==> config.mk <==
export PLATFORM = sky130hd
export DESIGN_NAME = datapath
export DESIGN_NICKNAME = d
export VERILOG_FILES = /design/src/rtl/datapath.sv
export SDC_FILE = /design/constraint.sdc
export NUM_CORES = 1
export LEC_CHECK = 0
export CAP_MARGIN = 20
export CORE_MARGIN = 2
export CORE_UTILIZATION = 50
export CTS_CLUSTER_SIZE = 12
export DETAILED_ROUTE_END_ITERATION = 8
export DONT_BUFFER_PORTS = 1
export GPL_TIMING_DRIVEN = 0
export PLACE_DENSITY_LB_ADDON = 0.2
export SLEW_MARGIN = 0
export SYNTH_ARGS = -nofsm -noshare
export SYNTH_HDL_FRONTEND = slang
export SYNTH_SLANG_ARGS = --single-unit
==> constraint.sdc <==
create_clock -name clock -period 3.45 [get_ports clock]
set_clock_uncertainty 0.1 [all_clocks]
set_input_delay 0.1725 -clock clock [delete_from_list [all_inputs] [get_ports clock]]
set_output_delay 0.1725 -clock clock [all_outputs]
set_load 0.1 [all_outputs]
==> src/rtl/datapath.sv <==
// ---------------------------------------------------------------------------
// datapath
//
// Single-bus 32-bit datapath for the Mini-SRC CPU. Holds PC, IR, MAR, MDR,
// Y, a 64-bit Z, and general registers R1-R3. All transfers happen over one
// shared combinational bus. Each transfer is steered by individual strobes
// from an external control unit, one register transfer per rising edge.
//
// Ports
//   clock        rising-edge clock for every register
//   clear        asynchronous active-low reset, clears every register
//   Mdatain      memory read data, loaded into MDR when Read=1
//   PCout, Zhighout, Zlowout, MDRout, R2out, R3out
//                bus source selects. Priority order:
//                MDR > PC > Zlow > Zhigh > R2 > R3
//   PCin, IRin, MARin, MDRin, Yin, Zin, R1in, R2in, R3in
//                register load enables
//   IncPC        with PCin, increments PC instead of loading the bus
//   Read         MDR input select (1 = Mdatain, 0 = bus)
//   AND          ALU op select (1 = AND, 0 = ADD with carry into Z[32])
//   BusMuxOut    current bus value (combinational)
//   IRq, MARq, R1q  IR, MAR and R1 contents, for observation
// ---------------------------------------------------------------------------
module datapath (
  input  logic        clock,
  input  logic        clear,
  input  logic [31:0] Mdatain,
  input  logic        PCout,
  input  logic        Zhighout,
  input  logic        Zlowout,
  input  logic        MDRout,
  input  logic        R2out,
  input  logic        R3out,
  input  logic        PCin,
  input  logic        IRin,
  input  logic        MARin,
  input  logic        MDRin,
  input  logic        Yin,
  input  logic        Zin,
  input  logic        R1in,
  input  logic        R2in,
  input  logic        R3in,
  input  logic        IncPC,
  input  logic        Read,
  input  logic        AND,
  output logic [31:0] BusMuxOut,
  output logic [31:0] IRq,
  output logic [31:0] MARq,
  output logic [31:0] R1q
);

  logic [31:0] pc_q,  pc_d;
  logic [31:0] ir_q,  ir_d;
  logic [31:0] mar_q, mar_d;
  logic [31:0] mdr_q, mdr_d;
  logic [31:0] y_q,   y_d;
  logic [63:0] z_q,   z_d;
  logic [31:0] r1_q,  r1_d;
  logic [31:0] r2_q,  r2_d;
  logic [31:0] r3_q,  r3_d;

  logic [32:0] aluSum;
  logic [63:0] aluC;

  // Bus multiplexer. When several selects are high, the first match in this
  // chain wins. With no select high, the bus reads zero.
  always_comb begin
    if (MDRout)        BusMuxOut = mdr_q;
    else if (PCout)    BusMuxOut = pc_q;
    else if (Zlowout)  BusMuxOut = z_q[31:0];
    else if (Zhighout) BusMuxOut = z_q[63:32];
    else if (R2out)    BusMuxOut = r2_q;
    else if (R3out)    BusMuxOut = r3_q;
    else               BusMuxOut = 32'h0;
  end

  // ALU: A is Y, B is the bus. ADD keeps its carry-out in bit 32 of the
  // result, so Zhighout can expose the carry.
  assign aluSum = {1'b0, y_q} + {1'b0, BusMuxOut};

  always_comb begin
    if (AND) aluC = {32'h0, y_q & BusMuxOut};
    else     aluC = {31'h0, aluSum};
  end

  // Next-state selection. Every register holds unless its enable is high.
  // A register that is both source and destination reloads its own value.
  always_comb begin
    pc_d  = pc_q;
    ir_d  = ir_q;
    mar_d = mar_q;
    mdr_d = mdr_q;
    y_d   = y_q;
    z_d   = z_q;
    r1_d  = r1_q;
    r2_d  = r2_q;
    r3_d  = r3_q;

    if (PCin)  pc_d  = IncPC ? (pc_q + 32'd1) : BusMuxOut;
    if (IRin)  ir_d  = BusMuxOut;
    if (MARin) mar_d = BusMuxOut;
    if (MDRin) mdr_d = Read ? Mdatain : BusMuxOut;
    if (Yin)   y_d   = BusMuxOut;
    if (Zin)   z_d   = aluC;
    if (R1in)  r1_d  = BusMuxOut;
    if (R2in)  r2_d  = BusMuxOut;
    if (R3in)  r3_d  = BusMuxOut;
  end

  // Register bank. clear wipes everything immediately, without waiting
  // for a clock edge.
  always_ff @(posedge clock or negedge clear) begin
    if (!clear) begin
      pc_q  <= 32'h0;
      ir_q  <= 32'h0;
      mar_q <= 32'h0;
      mdr_q <= 32'h0;
      y_q   <= 32'h0;
      z_q   <= 64'h0;
      r1_q  <= 32'h0;
      r2_q  <= 32'h0;
      r3_q  <= 32'h0;
    end else begin
      pc_q  <= pc_d;
      ir_q  <= ir_d;
      mar_q <= mar_d;
      mdr_q <= mdr_d;
      y_q   <= y_d;
      z_q   <= z_d;
      r1_q  <= r1_d;
      r2_q  <= r2_d;
      r3_q  <= r3_d;
    end
  end

  assign IRq  = ir_q;
  assign MARq = mar_q;
  assign R1q  = r1_q;

endmodule

==> flow_summary_export.csv, run 1 <==
group,metric,value,unit
floorplanning,io_pins,180,
power_and_ir_drop,internal_power,7.80,mW
worst_setup_path,path_buf_inv,1,
grt,grt_antenna_before_repair,0,
run_status,status,"finished with violations",
worst_setup_path,critPathRequiredTime,3.75,ns
place,detailedPlace.worstSlack,-1.74,ns
logic_synthesis,yosys.area_share.simple,14.4,%
worst_setup_path,worst_ep_arrival_time,4.39,ns
worst_setup_path,worst-setup-path-type,"reg -> reg",
logic_synthesis,ys_warn_count,0,
timing,hold_viol_final,289,
floorplanning,fp.coreArea,0.0289,mm²
worst_setup_path,reg2reg_from,"r2_q[13]$_DFFE_PN0P_",
clock_tree,tritoncts,"done",
logic_synthesis,synth-xor-area-share,1.36,%
detailed_routing,totalWireLength,52.2,mm
clock_tree,cts_buffers,34,
detailed_routing,dr_wl_met2,23.5,mm
worst_setup_path,cpLargestDelayFamily,"compound AO/OA/AOI/OAI gates",
power_and_ir_drop,ir_drop,0.553,mV
clock_tree,cts-root-buf,"clkbuf_16",
detailed_routing,ant_nets,0,
worst_setup_path,r2r_end,"z_q[24]$_DFFE_PN0P_",
logic_synthesis,yosysSeqAreaShare,48.9,%
detailed_routing,drc,0,
power_and_ir_drop,power,14.6,mW
logic_synthesis,synth_ff_type,"dfrtp_1",
final_layout,drive_gt1_share,18.3,%
final_layout,nFillCells,2393,
flow_run,max-cap-violations,0,
min_path,min_path_type,"in -> async",
worst_setup_path,worstPathCellList,"a22o_1, a22oi_1, o21ai_1, mux2i_4, clkinvlp_4, ha_4, a21oi_2, o21bai_1, a2111oi_4, o21bai_1, a21oi_2, o21ai_2, and3_1, or3_1",
power_and_ir_drop,p_per_area,801,mW/mm²
timing,rsz0062_at_grt,"true",
worst_setup_path,endpoint_kind,"flop",
clock_tree,ctsHoldBuffers,37,
worst_setup_path,cpPeakStageDelay,0.56,ns
logic_synthesis,ys_seq_elements,289,
grt,grt_overflow_total,0,
final_layout,layout_commonest_cell,"dfrtp_1",
grt,grt_pass1_vias,13300,
worst_setup_path,reg2reg_slack,-0.64,ns
detailed_routing,detail_route.wl_per_cell,24.0,µm
logic_synthesis,synthArstFlopShare,100,%
detailed_routing,vias_per_cell,6.16,
worst_setup_path,cp_slowest_cell,"clkinvlp_4",
detailed_routing,route.met3.wl,5.73,mm
place,placed_cells,2018,
clock_tree,clkSlewWorstSetupHoldPaths,0.06,ns
timing,timing.fmax,244,MHz
final_layout,area_growth,23.1,%
logic_synthesis,avgSynthCellArea,9.05,µm²
logic_synthesis,syn_nets,1722,
timing,finalCritPeriodShare,119,%
final_layout,finalNonFillerCells,2171,
logic_synthesis,synth_cell_types,67,
logic_synthesis,synth_top_family_by_area,"compound AO/OA/AOI/OAI gates",
logic_synthesis,synth_edf_count,0,
detailed_routing,highest-signal-layer,"met4",
worst_setup_path,cp_num_cells,14,
logic_synthesis,synth_compound_area_share,22.2,%
timing,finalSetupViolations,29,
detailed_routing,vias,13400,
clock_tree,htreeDepth,2,
final_layout,nNetsFinal,1854,
clock_tree,cts.sinks,289,
place,place_hpwl,36.0,mm
place,portBuffers,0,
power_and_ir_drop,seqPwrFrac,43.3,%
clock_tree,cts_buffer_depth,3,
clock_tree,clock_latency,0.53,ns
logic_synthesis,postSynthCellCount,1634,
place,gp_congestion,0.951,
timing,max_slew.worst_pin.slew,1.11,ns
timing,drv_slew,0,
logic_synthesis,synthMuxAreaShare,5.79,%
floorplanning,start_util,51.1,%
detailed_routing,drt_iter0_drc,1249,
logic_synthesis,synthAdderAreaFrac,3.10,%
grt,grt_pass1_wl,79.3,mm
final_layout,final_cell_mix,"289 x dfrtp_1, 281 x a21oi_1, 245 x nor2_1, 131 x nand2_1, 92 x clkbuf_1",
worst_setup_path,reg2regPathDepth,14,
power_and_ir_drop,power_leakage,7.37,nW
worst_setup_path,path_max_fanout,3,
grt,grt.total_usage,33.6,%
timing,relSlewSlack,25.9,%
timing,setup_tns,-12.23,ns
power_and_ir_drop,p_switching,6.78,mW
power_and_ir_drop,pwr-share-clk,23.1,%
detailed_routing,m1WireLength,21.4,mm
run_status,violations,"negative hold slack, negative setup slack",
logic_synthesis,synth.cell_area,0.0148,mm²
timing,period_minus_slack,4.09,ns
timing,timing.hold.ws,-0.748,ns
grt,grt_max_degree,290,
floorplanning,die_h,176,µm
floorplanning,dieArea,0.0310,mm²
power_and_ir_drop,comb_power_share,33.6,%
floorplanning,row_count,62,
timing,fin_ws,-0.645,ns
worst_setup_path,startpoint_type,"flop",
power_and_ir_drop,swShare,46.5,%
detailed_routing,firstDrtPassIters,5,
floorplanning,chipWidth,176,µm
-- layout make-up --
type                            count  area (µm²)  area share, %
Sequential cell                   289        7230           39.7
Tap cell                          384         480           2.64
Clock inverter                      8        65.1          0.358
Buffer                            110         510           2.81
Timing Repair Buffer               96         836           4.59
Antenna cell                        1        2.50         0.0138
Clock buffer                       48         945           5.19
Inverter                           48         278           1.53
Multi-Input combinational cell   1187        7850           43.1
-- how the worst max path moves through the flow --
stage                               startpoint             endpoint  slack, ns
after floorplan            r2_q[0]$_DFFE_PN0P_  z_q[28]$_DFFE_PN0P_      -0.31
after global placement                   PCout  z_q[29]$_DFFE_PN0P_      -1.65
after detailed placement                 PCout  z_q[28]$_DFFE_PN0P_      -1.74
after CTS                  r2_q[0]$_DFFE_PN0P_  z_q[28]$_DFFE_PN0P_      -0.63
after global routing       r2_q[0]$_DFFE_PN0P_  z_q[28]$_DFFE_PN0P_      -0.78
final                     r2_q[13]$_DFFE_PN0P_  z_q[24]$_DFFE_PN0P_      -0.64
-- synth_stat cells (23+ instances only) --
library cell	count	area, µm²
a22o_1	35	307
dfrtp_1	289	7230
o21ai_1	38	190
a22oi_1	26	195
ha_1	35	438
mux2i_2	23	317
a21oi_1	301	1510
o21ai_0	78	390
nand3_1	29	145
nand2_1	133	499
inv_1	45	169
mux2_2	33	372
nor2_1	250	938
clkbuf_1	85	319
-- logic make-up (layout without fill, tap and decap cells) --
kind of cell | Yosys count | in the layout
compound gates | 565 | 565
simple gates | 494 | 494
fa+ha+maj | 36 | 36
mux | 69 | 69
other cells | 0 | 1
buf+inv | 158 | 310
xor+xnor | 23 | 23
flops | 289 | 289
-- per-stage QoR --
stage,area (µm²),util [%]
3_3_place_gp,15800,54.5
5_1_grt,18200,62.9
6_report,18200,62.9
3_5_place_dp,15800,54.5
4_1_cts,18000,62.1
2_1_floorplan,15300,-
-- flip-flops by register name (all words and copies together) (netlist names) --
name	count
mdr_q	32
R1q	32
y_q	32
z_q	33
pc_q	32
MARq	32
r2_q	32
r3_q	32
IRq	32
-- timing repair --
action | CTS | global route
buffers inserted | 46 | 13
hold endpoints to repair | 336 | 289
gates resized for setup | 88 | 28
setup endpoints to repair | 32 | 30
pin swaps | 53 | 24
-- metal layers --
layer / up-vias / track usage [%]
met1: 6611 / 45.3
met2: 646 / 52.0
li1: 6010 / -
met4: 0 / 11.7
met3: 109 / 9.73
met5: - / 0
-- power groups by stage --
stage	clock network [mW]	registers (mW)	logic [mW]
finish	3.36	6.32	4.90
global route	3.54	6.38	5.20
CTS	3.39	6.28	4.62
detailed placement	0	6.31	4.03
global placement	0	6.30	3.96
floorplan	0	6.06	3.18
Power figures use the tool's default switching activity.
==> inputs of run 2 (changes only) <==
--- a/config.mk
+++ b/config.mk
@@ -5,6 +5,7 @@
 export SDC_FILE = /design/constraint.sdc
 export NUM_CORES = 1
 export LEC_CHECK = 0
+export ABC_AREA = 1
 export CAP_MARGIN = 20
 export CORE_MARGIN = 2
 export CORE_UTILIZATION = 50
==> flow_summary_export.csv, run 2 <==
group,metric,value,unit
run_status,status,"finished with violations",
run_status,violations,"negative hold slack",
worst_setup_path,path_max_fanout,5,
min_path,min_path_type,"in -> async",
place,place_hpwl,44.5,mm
detailed_routing,ant_nets,0,
logic_synthesis,postSynthCellCount,2143,
place,portBuffers,0,
detailed_routing,vias_per_cell,5.97,
worst_setup_path,cp_slowest_cell,"clkinvlp_4",
worst_setup_path,reg2regPathDepth,20,
final_layout,largest_reg_flops,33,
timing,timing.hold.ws,-0.728,ns
final_layout,design_area,0.0187,mm²
power_and_ir_drop,ir_drop,0.420,mV
logic_synthesis,netlist.area_leader.share,44.9,%
clock_tree,ctsHoldBuffers,38,
timing,timing.fmax,304,MHz
worst_setup_path,r2r_end,"z_q[24]$_DFFE_PN0P_",
detailed_routing,firstDrtPassIters,6,
logic_synthesis,synth.cell_area,0.0161,mm²
place,gp_congestion,1.02,
logic_synthesis,synth_area_leaders,"dfrtp_1 45%, nand2_1 12%, nor2_1 7.1%",
worst_setup_path,worstPathCellList,"inv_1, nand2_1, o2111ai_2, nand3_2, nand2_4, clkinvlp_4, ha_4, inv_1, fa_2, inv_1, nand3_1, nand3_2, nand2_1, nand2_2, nand2_1, nand3_1, nand2_1, nand3_2, nand2_2, nand2_1",
grt,grt_antenna_before_repair,5,
timing,max_slew.worst_pin.slew,0.942,ns
worst_setup_path,path_buf_inv,4,
worst_setup_path,endpoint_kind,"flop",
timing,finalCritPeriodShare,95.3,%
logic_synthesis,avgSynthCellArea,7.51,µm²
grt,grt_overflow_total,0,
worst_setup_path,startpoint_type,"flop",
floorplanning,fp.coreArea,0.0316,mm²
worst_setup_path,cpMostUsedCell,"nand2_1",
place,placed_area,0.0169,mm²
worst_setup_path,critPathRequiredTime,3.77,ns
worst_setup_path,worst_ep_arrival_time,3.61,ns
final_layout,largest-register,"z_q",
final_layout,nFillCells,2893,
timing,drv_slew,0,
grt,grt.total_usage,35.8,%
logic_synthesis,synth_ff_type,"dfrtp_1",
logic_synthesis,yosysTopAreaCell,"dfrtp_1",
grt,grt_pass1_wl,90.5,mm
logic_synthesis,yosysSeqAreaShare,44.9,%
clock_tree,clock_latency,0.53,ns
final_layout,final_util,59.2,%
logic_synthesis,ys_warn_count,0,
final_layout,area_growth,16.3,%
floorplanning,dieArea,0.0336,mm²
floorplanning,die_h,183,µm
power_and_ir_drop,internal_power,7.05,mW
floorplanning,io_pins,180,
logic_synthesis,synth_edf_count,0,
detailed_routing,vias,15900,
detailed_routing,drt_iter0_drc,1859,
worst_setup_path,cpLargestDelayFamily,"simple AND/OR/NAND/NOR gates",
detailed_routing,totalWireLength,60.4,mm
final_layout,layout_commonest_cell,"nand2_1",
power_and_ir_drop,p_switching,5.51,mW
detailed_routing,drc,0,
final_layout,nNetsFinal,2327,
grt,grt_max_degree,290,
timing,relSlewSlack,37.2,%
floorplanning,chipWidth,183,µm
clock_tree,clkSlewWorstSetupHoldPaths,0.06,ns
logic_synthesis,synthArstFlopShare,100,%
power_and_ir_drop,p_per_area,671,mW/mm²
clock_tree,cts-root-buf,"clkbuf_16",
worst_setup_path,reg2reg_from,"z_q[32]$_DFFE_PN0P_",
clock_tree,htreeDepth,2,
worst_setup_path,worst-setup-path-type,"reg -> reg",
logic_synthesis,syn_nets,2231,
logic_synthesis,yosysMostFrequentCell,"nand2_1",
clock_tree,cts.sinks,289,
grt,grt_pass1_vias,15200,
detailed_routing,detail_route.wl_per_cell,22.6,µm
clock_tree,cts_buffers,35,
power_and_ir_drop,swShare,43.8,%
final_layout,drive_gt1_share,9.41,%
timing,hold_viol_final,289,
floorplanning,start_util,50.9,%
power_and_ir_drop,comb_power_share,26.6,%
clock_tree,cts_buffer_depth,3,
place,detailedPlace.worstSlack,-0.841,ns
clock_tree,tritoncts,"done",
timing,period_minus_slack,3.29,ns
power_and_ir_drop,seqPwrFrac,44.0,%
flow_run,max-cap-violations,0,
power_and_ir_drop,power_leakage,8.82,nW
worst_setup_path,cpPeakStageDelay,0.49,ns
power_and_ir_drop,pwr-share-clk,29.4,%
worst_setup_path,reg2reg_slack,0.16,ns
floorplanning,row_count,65,
logic_synthesis,yosys-top-cells-count,"527 x nand2_1, 306 x nor2_1, 289 x dfrtp_1",
logic_synthesis,ys_seq_elements,289,
timing,finalSetupViolations,0,
logic_synthesis,synth_cell_types,41,
timing,fin_ws,0.161,ns
final_layout,final_cell_mix,"507 x nand2_1, 306 x nor2_1, 289 x dfrtp_1, 181 x inv_1, 176 x a31oi_1",
-- run 2: cell families (layout without fill, tap and decap cells) --
group           count (synthesis)  after routing  share of synthesized area, %
fa+ha+maj                      36             36                          2.85
compound gates                484            484                          17.8
other cells                     0              4                             0
buf+inv                       298            418                          7.32
xor+xnor                       23             23                          1.25
flops                         289            289                          44.9
simple gates                 1013           1013                          25.8
-- run 2: worst max path at each step --
| stage | cells after the start | slack, ns | end | from |
|---|---|---|---|---|
| 2_1_floorplan | 19 | 0.17 | z_q[28]$_DFFE_PN0P_ | PCout |
| 3_3_place_gp | 19 | -0.82 | z_q[24]$_DFFE_PN0P_ | PCout |
| 3_5_place_dp | 19 | -0.84 | z_q[24]$_DFFE_PN0P_ | PCout |
| 4_1_cts | 20 | -0.03 | z_q[24]$_DFFE_PN0P_ | z_q[32]$_DFFE_PN0P_ |
| 5_1_grt | 20 | -0.002 | z_q[24]$_DFFE_PN0P_ | z_q[32]$_DFFE_PN0P_ |
| 6_report | 20 | 0.16 | z_q[24]$_DFFE_PN0P_ | z_q[32]$_DFFE_PN0P_ |
-- run 2: final cells by class --
type	instances	area, µm²	area share [%]
Clock inverter	10	101	0.541
Tap cell	402	503	2.69
Antenna cell	4	10.0	0.0535
Multi-Input combinational cell	1556	7910	42.2
Timing Repair Buffer	59	744	3.98
Inverter	193	728	3.89
Sequential cell	289	7230	38.6
Buffer	105	453	2.42
Clock buffer	51	1040	5.54
-- run 2: worst register-to-register path, cell delays in order (launching register included) --
cell        delay [ns]
dfrtp_1           0.38
inv_1             0.06
nand2_1           0.06
o2111ai_2         0.18
nand3_2           0.13
nand2_4           0.15
clkinvlp_4        0.49
ha_4              0.38
inv_1             0.08
fa_2              0.22
inv_1             0.08
nand3_1           0.08
nand3_2           0.09
nand2_1           0.09
nand2_2           0.09
nand2_1           0.10
nand3_1           0.08
nand2_1           0.08
nand3_2           0.11
nand2_2           0.13
nand2_1           0.05
-- run 2: layer usage --
layer | GRT usage [%] | vias to the layer above | share of wire [%]
met2 | 55.9 | 787 | 46
met4 | 12.4 | 2 | 2.9
met1 | 47.3 | 7691 | 40
met5 | 0 | - | 0.018
met3 | 10.9 | 119 | 11
li1 | - | 7327 | -
-- run 2: power by group through the flow --
stage / registers (mW) / clock network (mW) / logic (mW)
floorplan: 5.41 / 0 / 2.28
global placement: 5.55 / 0 / 2.96
detailed placement: 5.56 / 0 / 3.13
CTS: 5.51 / 3.69 / 3.20
global route: 5.57 / 3.84 / 3.63
finish: 5.52 / 3.69 / 3.34
-- run 2: timing repair --
item,CTS,global route
endpoints found under the setup margin,29,21
gates resized for setup,17,37
setup buffers,1,5
pin swaps,1,8
hold endpoints to repair,345,289
cloned,0,0
-- run 2: stage by stage --
| step | instances | hold slack [ns] | total power [mW] | setup TNS (ns) |
|---|---|---|---|---|
| 2_1_floorplan | 2143 | -0.223 | 7.69 | 0 |
| 3_3_place_gp | 2545 | -0.205 | 8.51 | -17.32 |
| 3_5_place_dp | 2560 | -0.206 | 8.69 | -16.92 |
| 4_1_cts | 2660 | -0.747 | 12.4 | -0.0314 |
| 5_1_grt | 2665 | -0.743 | 13.0 | -0.00182 |
| 6_report | 2669 | -0.728 | 12.6 | 0 |
